**config.mk**
```make
export PLATFORM = sky130hd
export DESIGN_NAME = bus_arbiter_flat
export DESIGN_NICKNAME = d
export VERILOG_FILES = /design/src/rtl/bus_arbiter_if.sv /design/src/rtl/bus_arbiter.sv /design/src/flat_wrapper.sv
export SDC_FILE = /design/constraint.sdc
export NUM_CORES = 1
export LEC_CHECK = 0
export ABC_AREA = 1
export CORE_AREA = 5 5 197 199
export CTS_CLUSTER_SIZE = 28
export DETAILED_ROUTE_END_ITERATION = 10
export DIE_AREA = 0 0 202 204
export GPL_TIMING_DRIVEN = 0
export PLACE_DENSITY = 0.41
export SLEW_MARGIN = 20
export SYNTH_ARGS = -nofsm -noshare
export SYNTH_HDL_FRONTEND = slang
export SYNTH_SLANG_ARGS = --single-unit
export TNS_END_PERCENT = 50
```
**constraint.sdc**
```tcl
create_clock -name clk_i -period 4.11 [get_ports clk_i]
set_clock_uncertainty 0.2 [all_clocks]
set_input_delay 0.822 -clock clk_i [delete_from_list [all_inputs] [get_ports clk_i]]
set_output_delay 0.822 -clock clk_i [all_outputs]
set_load 0.005 [all_outputs]
```
**src/rtl/bus_arbiter_if.sv**
```systemverilog
// bus_arbiter_if: bundles the fetch (i_*), load/store (d_*) and shared
// master (m_*) Wishbone-style signals around bus_arbiter.
//   modport master : the arbiter itself (it masters the shared bus and
//                    answers the two client ports)
//   modport slave  : the surroundings (fetch stage, load/store unit and
//                    memory interconnect)
// Handshake: a client holds x_cyc_i for a whole burst and raises x_stb_i for
// each beat; a beat completes on a rising edge where the granted client's
// stb and the returned ack are both 1. A client that is not granted sees
// ack=0 and keeps its request (cyc/stb/address/data) stable until served.
interface bus_arbiter_if #(
    parameter int AW = 64
);
    // Fetch port
    logic          i_cyc_i;
    logic          i_stb_i;
    logic [AW-1:0] i_adr_i;
    logic          i_ack_o;
    logic [31:0]   i_dat_o;
    logic          i_err_o;
    // Load/store port
    logic          d_cyc_i;
    logic          d_stb_i;
    logic          d_we_i;
    logic [7:0]    d_sel_i;
    logic [AW-1:0] d_adr_i;
    logic [63:0]   d_dat_i;
    logic          d_ack_o;
    logic [63:0]   d_dat_o;
    logic          d_err_o;
    // Shared master bus
    logic          m_cyc_o;
    logic          m_stb_o;
    logic          m_we_o;
    logic [7:0]    m_sel_o;
    logic [AW-1:0] m_adr_o;
    logic [63:0]   m_dat_o;
    logic          m_ack_i;
    logic [63:0]   m_dat_i;
    // Debug view of the arbiter FSM (0 = IDLE, 1 = GNT_I, 2 = GNT_D)
    logic [1:0]    dbg_state;
    logic          dbg_last_d;

    modport master (
        input  i_cyc_i, i_stb_i, i_adr_i,
        output i_ack_o, i_dat_o, i_err_o,
        input  d_cyc_i, d_stb_i, d_we_i, d_sel_i, d_adr_i, d_dat_i,
        output d_ack_o, d_dat_o, d_err_o,
        output m_cyc_o, m_stb_o, m_we_o, m_sel_o, m_adr_o, m_dat_o,
        input  m_ack_i, m_dat_i,
        output dbg_state, dbg_last_d
    );

    modport slave (
        output i_cyc_i, i_stb_i, i_adr_i,
        input  i_ack_o, i_dat_o, i_err_o,
        output d_cyc_i, d_stb_i, d_we_i, d_sel_i, d_adr_i, d_dat_i,
        input  d_ack_o, d_dat_o, d_err_o,
        input  m_cyc_o, m_stb_o, m_we_o, m_sel_o, m_adr_o, m_dat_o,
        output m_ack_i, m_dat_i,
        input  dbg_state, dbg_last_d
    );
endinterface

```
**src/rtl/bus_arbiter.sv**
```systemverilog
// bus_arbiter: shares one 64-bit Wishbone-style master bus between the
// instruction-fetch port (I) and the load/store port (D). Round-robin between
// simultaneous requesters using last_d (last owner, 1 = D); a granted port
// keeps the bus for its whole CYC burst, and releasing costs one dead cycle.
// Optional feature macro: BUS_ARBITER_TIMEOUT_EN -- adds an 8-bit stall
// counter that pulses x_err_o and revokes the grant after TIMEOUT stalled
// strobe cycles. Without it the err outputs are tied to 0.
module bus_arbiter #(
    parameter int AW      = 64,
    parameter int TIMEOUT = 255
) (
    input  logic          clk_i,
    input  logic          reset_i,
    bus_arbiter_if.master bus
);

    typedef enum logic [1:0] {
        ST_IDLE  = 2'd0,
        ST_GNT_I = 2'd1,
        ST_GNT_D = 2'd2
    } state_t;

    state_t        r_state;
    state_t        w_next_state;
    logic          r_last_d;
    logic          w_next_last_d;
    logic          w_owner_stb;
    logic          w_timeout;
    logic [AW-1:0] w_m_adr;

    // Round-robin choice used both from IDLE and on release: a lone requester
    // wins, two requesters go to the one that did not own the bus last.
    function automatic state_t pick(input logic rq_i, input logic rq_d,
                                    input logic last_d);
        if (rq_i && rq_d) begin
            return last_d ? ST_GNT_I : ST_GNT_D;
        end else if (rq_d) begin
            return ST_GNT_D;
        end else if (rq_i) begin
            return ST_GNT_I;
        end else begin
            return ST_IDLE;
        end
    endfunction

    // A live beat of the current owner; acks are only meaningful here.
    assign w_owner_stb = ((r_state == ST_GNT_I) && bus.i_cyc_i && bus.i_stb_i) ||
                         ((r_state == ST_GNT_D) && bus.d_cyc_i && bus.d_stb_i);

`ifdef BUS_ARBITER_TIMEOUT_EN
    logic [7:0] r_cnt;

    // Stall counter: cleared by any ack or grant change, counts stalled beats.
    always_ff @(posedge clk_i or negedge reset_i) begin
        if (!reset_i) begin
            r_cnt <= 8'd0;
        end else if (bus.m_ack_i || (r_state != w_next_state)) begin
            r_cnt <= 8'd0;
        end else if (w_owner_stb) begin
            r_cnt <= r_cnt + 8'd1;
        end
    end

    // The TIMEOUT-th consecutive stalled beat is the one that aborts.
    assign w_timeout = w_owner_stb && !bus.m_ack_i &&
                       (r_cnt == 8'(TIMEOUT - 1));
`else
    logic w_unused_timeout;

    // No watchdog: a hung slave keeps the bus.
    assign w_timeout        = 1'b0;
    assign w_unused_timeout = (TIMEOUT != 0);
`endif

    // State register: grant and last-owner flag, abandoned on reset.
    always_ff @(posedge clk_i or negedge reset_i) begin
        if (!reset_i) begin
            r_state  <= ST_IDLE;
            r_last_d <= 1'b0;
        end else begin
            r_state  <= w_next_state;
            r_last_d <= w_next_last_d;
        end
    end

    // Next-state logic: hold during a burst, re-arbitrate on release, drop to
    // IDLE on timeout so the aborted owner gets a cycle to lower cyc.
    always_comb begin
        w_next_state  = r_state;
        w_next_last_d = r_last_d;
        case (r_state)
            ST_IDLE: begin
                w_next_state = pick(bus.i_cyc_i, bus.d_cyc_i, r_last_d);
            end
            ST_GNT_I: begin
                if (!bus.i_cyc_i) begin
                    w_next_last_d = 1'b0;
                    w_next_state  = pick(bus.i_cyc_i, bus.d_cyc_i, 1'b0);
                end else if (w_timeout) begin
                    w_next_last_d = 1'b0;
                    w_next_state  = ST_IDLE;
                end
            end
            ST_GNT_D: begin
                if (!bus.d_cyc_i) begin
                    w_next_last_d = 1'b1;
                    w_next_state  = pick(bus.i_cyc_i, bus.d_cyc_i, 1'b1);
                end else if (w_timeout) begin
                    w_next_last_d = 1'b1;
                    w_next_state  = ST_IDLE;
                end
            end
            default: begin
                w_next_state = ST_IDLE;
            end
        endcase
    end

    // Output logic: steer the owner onto the master bus and route the slave
    // response back to the owner only; everything is 0 while IDLE.
    always_comb begin
        bus.m_cyc_o = 1'b0;
        bus.m_stb_o = 1'b0;
        bus.m_we_o  = 1'b0;
        bus.m_sel_o = 8'h00;
        bus.m_dat_o = 64'd0;
        w_m_adr     = '0;
        bus.i_ack_o = 1'b0;
        bus.i_dat_o = 32'd0;
        bus.i_err_o = 1'b0;
        bus.d_ack_o = 1'b0;
        bus.d_dat_o = 64'd0;
        bus.d_err_o = 1'b0;
        case (r_state)
            ST_GNT_I: begin
                // Fetch is read-only and 32 bits wide; bit 2 picks the half.
                bus.m_cyc_o = bus.i_cyc_i;
                bus.m_stb_o = bus.i_stb_i;
                bus.m_sel_o = bus.i_adr_i[2] ? 8'hF0 : 8'h0F;
                w_m_adr     = bus.i_adr_i;
                bus.i_ack_o = bus.m_ack_i && w_owner_stb;
                bus.i_dat_o = bus.i_adr_i[2] ? bus.m_dat_i[63:32] : bus.m_dat_i[31:0];
                bus.i_err_o = w_timeout;
            end
            ST_GNT_D: begin
                bus.m_cyc_o = bus.d_cyc_i;
                bus.m_stb_o = bus.d_stb_i;
                bus.m_we_o  = bus.d_we_i;
                bus.m_sel_o = bus.d_sel_i;
                bus.m_dat_o = bus.d_dat_i;
                w_m_adr     = bus.d_adr_i;
                bus.d_ack_o = bus.m_ack_i && w_owner_stb;
                bus.d_dat_o = bus.m_dat_i;
                bus.d_err_o = w_timeout;
            end
            default: begin
            end
        endcase
    end

    assign bus.m_adr_o    = w_m_adr;
    assign bus.dbg_state  = r_state;
    assign bus.dbg_last_d = r_last_d;

endmodule

```
**src/flat_wrapper.sv**
```systemverilog
// flat-port wrapper written by rule: the top's interface ports become plain ports
module bus_arbiter_flat 
#(
    parameter int AW      = 64,
    parameter int TIMEOUT = 255
)
  (clk_i, reset_i, bus_i_cyc_i, bus_i_stb_i, bus_i_adr_i, bus_i_ack_o, bus_i_dat_o, bus_i_err_o, bus_d_cyc_i, bus_d_stb_i, bus_d_we_i, bus_d_sel_i, bus_d_adr_i, bus_d_dat_i, bus_d_ack_o, bus_d_dat_o, bus_d_err_o, bus_m_cyc_o, bus_m_stb_o, bus_m_we_o, bus_m_sel_o, bus_m_adr_o, bus_m_dat_o, bus_m_ack_i, bus_m_dat_i, bus_dbg_state, bus_dbg_last_d);
  bus_arbiter_if #(.AW(AW)) bus_i ();
  input  logic clk_i;
  input  logic reset_i;
  input wire logic [$bits(bus_i.i_cyc_i)-1:0] bus_i_cyc_i;
  input wire logic [$bits(bus_i.i_stb_i)-1:0] bus_i_stb_i;
  input wire logic [$bits(bus_i.i_adr_i)-1:0] bus_i_adr_i;
  output wire logic [$bits(bus_i.i_ack_o)-1:0] bus_i_ack_o;
  output wire logic [$bits(bus_i.i_dat_o)-1:0] bus_i_dat_o;
  output wire logic [$bits(bus_i.i_err_o)-1:0] bus_i_err_o;
  input wire logic [$bits(bus_i.d_cyc_i)-1:0] bus_d_cyc_i;
  input wire logic [$bits(bus_i.d_stb_i)-1:0] bus_d_stb_i;
  input wire logic [$bits(bus_i.d_we_i)-1:0] bus_d_we_i;
  input wire logic [$bits(bus_i.d_sel_i)-1:0] bus_d_sel_i;
  input wire logic [$bits(bus_i.d_adr_i)-1:0] bus_d_adr_i;
  input wire logic [$bits(bus_i.d_dat_i)-1:0] bus_d_dat_i;
  output wire logic [$bits(bus_i.d_ack_o)-1:0] bus_d_ack_o;
  output wire logic [$bits(bus_i.d_dat_o)-1:0] bus_d_dat_o;
  output wire logic [$bits(bus_i.d_err_o)-1:0] bus_d_err_o;
  output wire logic [$bits(bus_i.m_cyc_o)-1:0] bus_m_cyc_o;
  output wire logic [$bits(bus_i.m_stb_o)-1:0] bus_m_stb_o;
  output wire logic [$bits(bus_i.m_we_o)-1:0] bus_m_we_o;
  output wire logic [$bits(bus_i.m_sel_o)-1:0] bus_m_sel_o;
  output wire logic [$bits(bus_i.m_adr_o)-1:0] bus_m_adr_o;
  output wire logic [$bits(bus_i.m_dat_o)-1:0] bus_m_dat_o;
  input wire logic [$bits(bus_i.m_ack_i)-1:0] bus_m_ack_i;
  input wire logic [$bits(bus_i.m_dat_i)-1:0] bus_m_dat_i;
  output wire logic [$bits(bus_i.dbg_state)-1:0] bus_dbg_state;
  output wire logic [$bits(bus_i.dbg_last_d)-1:0] bus_dbg_last_d;
  assign bus_i.i_cyc_i = bus_i_cyc_i;
  assign bus_i.i_stb_i = bus_i_stb_i;
  assign bus_i.i_adr_i = bus_i_adr_i;
  assign bus_i_ack_o = bus_i.i_ack_o;
  assign bus_i_dat_o = bus_i.i_dat_o;
  assign bus_i_err_o = bus_i.i_err_o;
  assign bus_i.d_cyc_i = bus_d_cyc_i;
  assign bus_i.d_stb_i = bus_d_stb_i;
  assign bus_i.d_we_i = bus_d_we_i;
  assign bus_i.d_sel_i = bus_d_sel_i;
  assign bus_i.d_adr_i = bus_d_adr_i;
  assign bus_i.d_dat_i = bus_d_dat_i;
  assign bus_d_ack_o = bus_i.d_ack_o;
  assign bus_d_dat_o = bus_i.d_dat_o;
  assign bus_d_err_o = bus_i.d_err_o;
  assign bus_m_cyc_o = bus_i.m_cyc_o;
  assign bus_m_stb_o = bus_i.m_stb_o;
  assign bus_m_we_o = bus_i.m_we_o;
  assign bus_m_sel_o = bus_i.m_sel_o;
  assign bus_m_adr_o = bus_i.m_adr_o;
  assign bus_m_dat_o = bus_i.m_dat_o;
  assign bus_i.m_ack_i = bus_m_ack_i;
  assign bus_i.m_dat_i = bus_m_dat_i;
  assign bus_dbg_state = bus_i.dbg_state;
  assign bus_dbg_last_d = bus_i.dbg_last_d;
  bus_arbiter #(.AW(AW), .TIMEOUT(TIMEOUT)) u_core (.clk_i(clk_i), .reset_i(reset_i), .bus(bus_i));
endmodule
```
==> results.cfg <==
[routing]
wirelength_um = 29270
firstDrtPassIters = 6
avgViaCountPerCell = 3.557
drtAntennaViolNets = 0
drtIter0Drc = 196
wl_per_cell_um = 17.70
vias = 5883
drc = 0

[floorplan]
rows = 71
start_util_pct = 8.106
dieHeight_um = 204
dieArea_um2 = 41210
core_area_um2 = 37040
die_w_um = 202
ios = 514

[cts]
cts_buffers = 3
insertion_delay_ns = 0.22
holdBufCountCts = 0
cts.sinks = 3
cts_setup_buffers = 0
h-tree-depth = 1
cts.clk_slew.worst_paths_ns = 0.03
cts_tree = yes
cts_root_buf = clkbuf_16
cts_buffer_depth = 2
cts.repair.resized = 0

[worst_hold_path]
hold_depth = 2
min_to = u_core.bus.dbg_state[0]
hp-class = register to register
min-delay-start = u_core.bus.dbg_state[0]

[layout]
fin_area_um2 = 8788
ff_latch_area_um2 = 75.07
fill_cells = 4253
drive_above_1_share_pct = 7.301
multiInputGateArea_um2 = 2048
final_core_util_pct = 23.72
layout_commonest_cell = clkdlybuf4s50_1
area_delta_synth_final_pct = 192.7
final_cells = 1654
nNetsFinal = 1455
final_cell_mix = clkdlybuf4s50_1 (510), nand2_1 (343), inv_1 (136)

[pwr]
ir_drop_uv = 145.2
power.density_nw_per_um2 = 366.1
p_leak_uw = 0.004099

[logic_synthesis]
synth_seq_cells = 3
synth_top_family_by_area = simple AND/OR/NAND/NOR gates
synthXorXnorAreaFrac_pct = 0
synthAdderAreaFrac_pct = 1.667
synth_area_leaders = nand2_1 (43%), inv_1 (17%), a21oi_1 (14%)
syn_area_um2 = 3003
synth_top_area_share_pct = 42.88
ys_types = 17
postSynthCellCount = 663
avgSynthCellArea_um2 = 4.529
yosys.area.top_type = nand2_1
yosysWarnings = 0
seq_area_frac_synth_pct = 2.500
synthSimpleGateAreaFrac_pct = 45.92
muxShareOfSynthArea_pct = 0
synth_compound_area_share_pct = 20.38

[sta]
slew_headroom_pct = 57.18
tns_ns = 0
period_share_pct = 83.12
fmax_mhz = 292.7
final_hold_viol_count = 0
rsz0062_at_grt = no
drv_slew = 0
tightestPinTransition_ns = 0.6423
setup_violations = 0
period_needed_ns = 3.416

[global_route]
grt_pass1_wl_um = 40700
grt_start_max_net_pins = 11
antenna_found_initial = 1
grt_usage_pct = 13.03
grt_pass1_vias = 6151
grt_overflow = 0

[place]
dpl.cell_count = 1648
place_congestion = 0.8463
place_area_um2 = 8705
io_buffers = 510
dp_hpwl_um = 26410

[worst_setup_path]
reg2reg_slack_ns = 2.39
r2r_start = u_core.bus.dbg_state[0]
arrival_ns = 2.39
worstSetupPathType = register to output pin
ff2ff_path_depth = 7
rr_endpoint = u_core.bus.dbg_last_d
critPathCaptureType = output pin
required_ns = 3.09
startpoint_type = register
critical_path.max_fanout = 10

[flow_run]
drv_cap = 0

[status]
status = finished clean
==> report_power, final <==
group	total (uW)	internal [uW]	switching, uW
clock	153	128	25.5
sequential	60.6	42.8	17.8
combinational	3000	1510	1500
==> cell type report <==
cell class | count | share of cell area (%)
Inverter | 138 | 5.894
Tap cell | 474 | 6.748
Clock buffer | 4 | 0.8969
Timing Repair Buffer | 510 | 58.09
Antenna cell | 2 | 0.05695
Buffer | 51 | 4.157
Sequential cell | 3 | 0.8542
Multi-Input combinational cell | 472 | 23.31
==> synthesized netlist by cell type <==
cell type / number
nand2_1: 343
inv_1: 136
a21oi_1: 84
buf_2: 22
a21oi_2: 21
buf_4: 18
nand2_2: 10
buf_6: 9
nor2_1: 5
ha_1: 4
dfrtp_1: 3
inv_2: 2
nand3_1: 2
buf_8: 1
clkbuf_1: 1
conb_1: 1
o21bai_1: 1
==> per-stage QoR <==
step,setup WS [ns],hold slack (ns),power (uW)
6_report,0.6939,0.3985,3218
5_1_grt,0.4566,0.4410,3530
3_5_place_dp,0.5936,0.3903,3168
4_1_cts,0.5288,0.3998,3338
2_1_floorplan,1.716,0.3264,1254
3_3_place_gp,0.6069,0.3919,3182
==> routing by layer <==
metal  GRT usage (%)  up-vias  wire length (um)
met1           13.31     2562             10460
li1                -     2952                 -
met4           2.051        0               429
met3           4.205       17              2797
met5               0        -                 0
met2           26.09      352             15590
==> registers in the layout, summed over array words and instances (netlist names) <==
register	flops
u_core.bus.dbg_state	2
u_core.bus.dbg_last_d	1
==> logic make-up after synthesis <==
kind of cell / Yosys count
adders and majority gates: 4
other: 1
buffers and inverters: 189
AOI/OAI and AO/OA: 106
and+or+nand+nor: 360
DFF: 3
==> worst max path at each step <==
stage	startpoint	endpoint	slack, ns	cells past startpoint
2_1_floorplan	bus_i_adr_i[2]	bus_i_dat_o[10]	1.72	5
3_3_place_gp	bus_i_stb_i	bus_i_ack_o	0.61	6
3_5_place_dp	bus_i_stb_i	bus_d_ack_o	0.59	6
4_1_cts	u_core.bus.dbg_state[0]	bus_m_adr_o[58]	0.53	7
5_1_grt	u_core.bus.dbg_state[0]	bus_m_adr_o[58]	0.46	7
6_report	u_core.bus.dbg_state[0]	bus_m_adr_o[62]	0.69	8
==> critical path: stages, from the launching register on <==
cell and delay (ns):
dfrtp_1 0.43, inv_1 0.11, ha_1 0.15, buf_4 0.20, buf_6 0.20, buf_6 0.18, nand2_1 0.06, a21oi_1 0.15
clkdlybuf4s50_1 0.68
Note: power is estimated with default switching activity, not from simulation.
